`src/rtl/query_engine_scheduler.sv`:
```
// Round-robin scheduler that hands one query job at a time to a free
// Smith-Waterman engine and streams the job's query blocks to that engine only.
module query_engine_scheduler #(
  parameter int NUM_PES     = 64,
  parameter int NUM_ENGINES = 4
) (
  input  logic                   clk,
  input  logic                   rst,
  input  logic [24:0]            ref_length_in,
  input  logic [24:0]            ref_addr_in,
  input  logic [15:0]            num_query_blocks_in,
  input  logic                   query_info_valid_in,
  output logic                   query_info_rdy_out,
  input  logic [NUM_PES*2-1:0]   query_seq_block_in,
  input  logic                   query_seq_block_valid_in,
  output logic                   query_seq_block_rdy_out,
  output logic [24:0]            eng_ref_length_out,
  output logic [24:0]            eng_ref_addr_out,
  output logic [15:0]            eng_num_query_blocks_out,
  output logic [NUM_PES*2-1:0]   eng_query_seq_block_out,
  output logic [NUM_ENGINES-1:0] eng_query_info_valid_out,
  input  logic [NUM_ENGINES-1:0] eng_query_info_rdy_in,
  output logic [NUM_ENGINES-1:0] eng_query_seq_block_valid_out,
  input  logic [NUM_ENGINES-1:0] eng_query_seq_block_rdy_in,
  input  logic [NUM_ENGINES-1:0] eng_done_in,
  output logic [NUM_ENGINES-1:0] eng_busy_out,
  output logic [3:0]             grant_idx_out
);

  typedef enum logic [1:0] {IDLE, INFO, BLOCKS} state_t;

  state_t                 state;
  logic [3:0]             sel;
  logic [3:0]             ptr;
  logic [NUM_ENGINES-1:0] busy;
  logic [NUM_ENGINES-1:0] busy_next;
  logic [15:0]            num_blocks;
  logic [15:0]            block_cnt;

  // Zero-extended copies so a 4-bit engine index can select any bit cleanly.
  logic [15:0]            busy_ext;
  logic [15:0]            info_rdy_ext;
  logic [15:0]            block_rdy_ext;
  logic [NUM_ENGINES-1:0] sel_onehot;

  logic [4:0]             cand;
  logic [3:0]             next_free;
  logic                   free_found;
  logic                   info_hs;
  logic                   block_hs;

  assign busy_ext      = 16'(busy);
  assign info_rdy_ext  = 16'(eng_query_info_rdy_in);
  assign block_rdy_ext = 16'(eng_query_seq_block_rdy_in);
  assign sel_onehot    = NUM_ENGINES'(1) << sel;

  assign eng_ref_length_out       = ref_length_in;
  assign eng_ref_addr_out         = ref_addr_in;
  assign eng_num_query_blocks_out = num_query_blocks_in;
  assign eng_query_seq_block_out  = query_seq_block_in;

  // First free engine searching upward from the last grant, wrapping.
  always_comb begin
    next_free  = '0;
    free_found = 1'b0;
    cand       = '0;
    for (int k = 1; k <= NUM_ENGINES; k++) begin
      cand = 5'(ptr) + 5'(k);
      if (cand >= 5'(NUM_ENGINES)) cand = cand - 5'(NUM_ENGINES);
      if (!free_found && !busy_ext[cand[3:0]]) begin
        free_found = 1'b1;
        next_free  = cand[3:0];
      end
    end
  end

  // NOTE: rst is synchronous, so the state register may still read INFO or
  // BLOCKS during the reset cycle; the handshake outputs are gated by rst.
  always_comb begin
    eng_query_info_valid_out      = '0;
    eng_query_seq_block_valid_out = '0;
    query_info_rdy_out            = 1'b0;
    query_seq_block_rdy_out       = 1'b0;
    if (!rst && state == INFO) begin
      eng_query_info_valid_out = query_info_valid_in ? sel_onehot : '0;
      query_info_rdy_out       = info_rdy_ext[sel];
    end
    if (!rst && state == BLOCKS) begin
      eng_query_seq_block_valid_out = query_seq_block_valid_in ? sel_onehot : '0;
      query_seq_block_rdy_out       = block_rdy_ext[sel];
    end
  end

  assign info_hs  = query_info_valid_in && query_info_rdy_out;
  assign block_hs = query_seq_block_valid_in && query_seq_block_rdy_out;

  // A grant's set is applied after the done clear, so the set wins a collision.
  assign busy_next = (busy & ~eng_done_in) | (info_hs ? sel_onehot : '0);

  always_ff @(posedge clk) begin
    if (rst) begin
      state      <= IDLE;
      busy       <= '0;
      sel        <= '0;
      ptr        <= 4'(NUM_ENGINES - 1);
      num_blocks <= '0;
      block_cnt  <= '0;
    end else begin
      busy <= busy_next;
      case (state)
        IDLE: begin
          if (query_info_valid_in && free_found) begin
            sel   <= next_free;
            state <= INFO;
          end
        end
        INFO: begin
          if (info_hs) begin
            ptr        <= sel;
            num_blocks <= num_query_blocks_in;
            block_cnt  <= '0;
            state      <= (num_query_blocks_in == 16'd0) ? IDLE : BLOCKS;
          end
        end
        BLOCKS: begin
          if (block_hs) begin
            block_cnt <= block_cnt + 16'd1;
            if (block_cnt + 16'd1 == num_blocks) state <= IDLE;
          end
        end
        default: state <= IDLE;
      endcase
    end
  end

  assign eng_busy_out  = busy;
  assign grant_idx_out = sel;

endmodule

```
`config.mk`:
```
export PLATFORM = sky130hd
export DESIGN_NAME = query_engine_scheduler
export DESIGN_NICKNAME = d
export VERILOG_FILES = /design/src/rtl/query_engine_scheduler.sv
export SDC_FILE = /design/constraint.sdc
export NUM_CORES = 1
export LEC_CHECK = 0
export BUFFER_PORTS_ARGS = -buffer_cell sky130_fd_sc_hd__buf_2
export CAP_MARGIN = 10
export CORE_AREA = 4 4 162 164
export CTS_CLUSTER_DIAMETER = 80
export DETAILED_ROUTE_END_ITERATION = 16
export DIE_AREA = 0 0 166 168
export PLACE_DENSITY = 0.52
export SLEW_MARGIN = 20
export SYNTH_ARGS = -nofsm -noshare
export SYNTH_HDL_FRONTEND = slang
export SYNTH_SLANG_ARGS = --single-unit
```
`constraint.sdc`:
```
create_clock -name clk -period 8 [get_ports clk]
set_input_delay 0.8 -clock clk [delete_from_list [all_inputs] [get_ports clk]]
set_output_delay 0.8 -clock clk [all_outputs]
set_load 0.02 [all_outputs]
```
==> summary.txt <==
Static Leak: 1.66 nW
Synth async-reset ratio: 0%
synthesis-to-finish area growth: -13.4%
startpoint of the worst hold path: block_cnt[15]
total gr overflow: 0
syn nets: 827
post-CTS sizing: 0
Fillers: 2805
Port Buffers: 65
Final period util: 43.9%
crit path max fanout: 51
final instance area: 4140 sq um
layout cells sized above 1: 20.8%
setup violators final: 0
Gate Count Post-Synth: 602
Site Rows: 58
Setup WS post-layout: 4.49 ns
CTS clk-pin slew, worst paths: 0.08 ns
Total GRT Usage: 9.95%
Initial Utilization: 19.2%
TritonCTS buffer count: 5
Sink Count: 46
syn_area_per_cell: 7.94 sq um
pin count of the biggest net entering global routing: 52
R2R Path Start: ptr[0]
PD cells: 137 nW/um^2
final hold vios: 0
RSZ-0062 raised after global routing: false
beginning of the critical path: rst
floorplan core area: 24900 sq um
relative slew slack: 43.7%
worst vdd ir: 0.0000690 V
Setup CP Type: input pin to output pin
Min Hold Slack: 0.506 ns
post-synthesis sequential area ratio: 19.3%
CTS root buffer: clkbuf_16
TritonCTS clock tree: yes
final setup TNS: 0 ns
outcome: finished, final reports clean
H-tree Lvls: 2
Layout Cells excl Fill: 792
Post-Place Cells: 784
Synth cell types: 67
Post-synth EDFFs: 0
routed vias/inst: 4.30
CP Launch Type: input pin
Layout Skew: 0.00924 ns
FF+latch count, synth: 46
post-placement worst setup slack: 4.46 ns
Slew Viols, Final: 0
first-pass GRT wire length: 21100 um
DRC errors left: 0
Pre-antenna DRT Iters: 4
max cap viols: 0
die area: 27900 sq um
postcts setup bufs: 0
HPWL after DPL: 12000 um
Placed Area: 3970 sq um
Required @ worst endpoint: 7.20 ns
initial antenna violation count: 1
largest buffer count on any clock path: 2
Critical Path AT: 2.71 ns
die width: 166 um
vias in the first global route: 3132
crit end category: output pin
later-pin clock latency in the skew report: 0.30 ns
antenna-violating nets left: 0
IO Pins: 422
hold buffers post-CTS: 0
Worst Tran Pin Value: 0.837 ns
fin nets: 686
Vias: 3403
DR iter-0 viols: 248
post-layout util: 16.6%
Synth Flop Type: dfxtp_1
GP Congestion: 0.808
WL final: 14700 um
Syn. warnings: 0
achievable clock frequency: 0.285 GHz
Mapped Area: 4780 sq um
Die Span Y: 168 um
post-layout power: 0.568 mW
diode count: 0
Final min period: 3.51 ns
Hold Crit Class: register to register
average wire per standard cell: 18.6 um
==> cells by family (layout without fill, tap and decap cells) <==
| kind of cell | Yosys count | in the layout | synth area share, % |
|---|---|---|---|
| mux | 23 | 23 | 6.78 |
| buf+inv | 233 | 93 | 34.3 |
| simple gates | 172 | 172 | 19.0 |
| flops | 46 | 46 | 19.3 |
| xor+xnor | 26 | 26 | 4.76 |
| fa+ha+maj | 15 | 15 | 3.92 |
| compound gates | 87 | 87 | 11.9 |
==> routing by layer <==
layer	vias up	part of all wire (%)	global-route usage [%]
li1	1582	-	-
met1	1543	38	11.1
met2	227	46	16.1
met3	51	12	5.19
met4	0	3.8	4.09
met5	-	0	0.174
==> worst max-delay path, cell delays in order <==
cell      delay [ns]
buf_2           0.11
buf_4           0.30
nand2b_1        0.26
nor4_1          0.71
nand2_1         0.21
nor2_1          0.13
buf_2           0.17
==> area by class of cell <==
type / count / area [sq um] / share of cell area, %
clock inverters: 3 / 48.8 / 1.18
flip-flops and latches: 46 / 921 / 22.2
inverters: 16 / 60.1 / 1.45
repair buffers: 69 / 355 / 8.58
multi-input cells: 323 / 2220 / 53.6
clock buffers: 5 / 125 / 3.02
well taps: 330 / 413 / 9.97
==> where the power goes <==
group	internal (mW)	switching, mW
Sequential	0.233	0.00549
Combinational	0.0287	0.0464
Clock	0.150	0.105
Total	0.411	0.157
==> final timing paths <==
check / to / slack [ns] / depth (start not counted)
hold reg to reg: block_cnt[15] / 0.51 / 2
hold / removal: block_cnt[15] / 0.51 / 2
setup reg to reg: state[1] / 4.63 / 10
setup / recovery: eng_query_info_valid_out[2] / 4.49 / 7
==> synthesized netlist by cell type, types with 3 or more instances <==
library cell / count / share of area [%]
nand3b_1: 4 / 0.63
nor4_1: 8 / 1.0
o21ai_1: 8 / 0.84
o22ai_1: 3 / 0.39
mux2i_1: 16 / 3.3
xnor2_1: 16 / 2.9
a311oi_1: 5 / 0.92
clkbuf_1: 11 / 0.86
and4b_1: 3 / 0.63
nor2_1: 52 / 4.1
nand2b_1: 10 / 1.3
a31oi_1: 4 / 0.52
o21ai_0: 14 / 1.5
nand2_1: 27 / 2.1
a211oi_1: 3 / 0.47
and2_1: 3 / 0.39
buf_4: 195 / 31
a21oi_1: 28 / 2.9
buf_2: 8 / 0.84
mux4_1: 3 / 1.6
and3_1: 4 / 0.52
nor3_1: 19 / 2.0
or3_1: 8 / 1.0
inv_1: 16 / 1.3
dfxtp_1: 46 / 19
nand4b_1: 5 / 0.92
xor2_1: 10 / 1.8
nand4_1: 4 / 0.52
ha_1: 15 / 3.9
nand3_1: 8 / 0.84
==> registers in the layout (all words and copies together) (netlist names) <==
register / cells
state: 2
eng_busy_out: 4
grant_idx_out: 4
num_blocks: 16
block_cnt: 16
ptr: 4
==> cell usage in the layout (no fill, tap or decap), types with 3 or more instances in the layout <==
| cell | n |
|---|---|
| or3_1 | 8 |
| xnor2_1 | 16 |
| nand4_1 | 4 |
| buf_4 | 4 |
| mux4_1 | 3 |
| nand2_1 | 27 |
| nand2b_1 | 10 |
| and4b_1 | 3 |
| and2_1 | 3 |
| nor2_1 | 52 |
| and3_1 | 4 |
| nand3_1 | 8 |
| nor4_1 | 8 |
| o21ai_1 | 8 |
| nand3b_1 | 4 |
| a21oi_1 | 28 |
| dfxtp_1 | 46 |
| o22ai_1 | 3 |
| mux2i_1 | 16 |
| nor3_1 | 19 |
| a311oi_1 | 5 |
| nand4b_1 | 5 |
| xor2_1 | 10 |
| o21ai_0 | 14 |
| clkbuf_16 | 5 |
| inv_1 | 16 |
| ha_1 | 15 |
| buf_2 | 65 |
| a211oi_1 | 3 |
| a31oi_1 | 4 |
No activity file was read; power rests on OpenSTA's default activity.
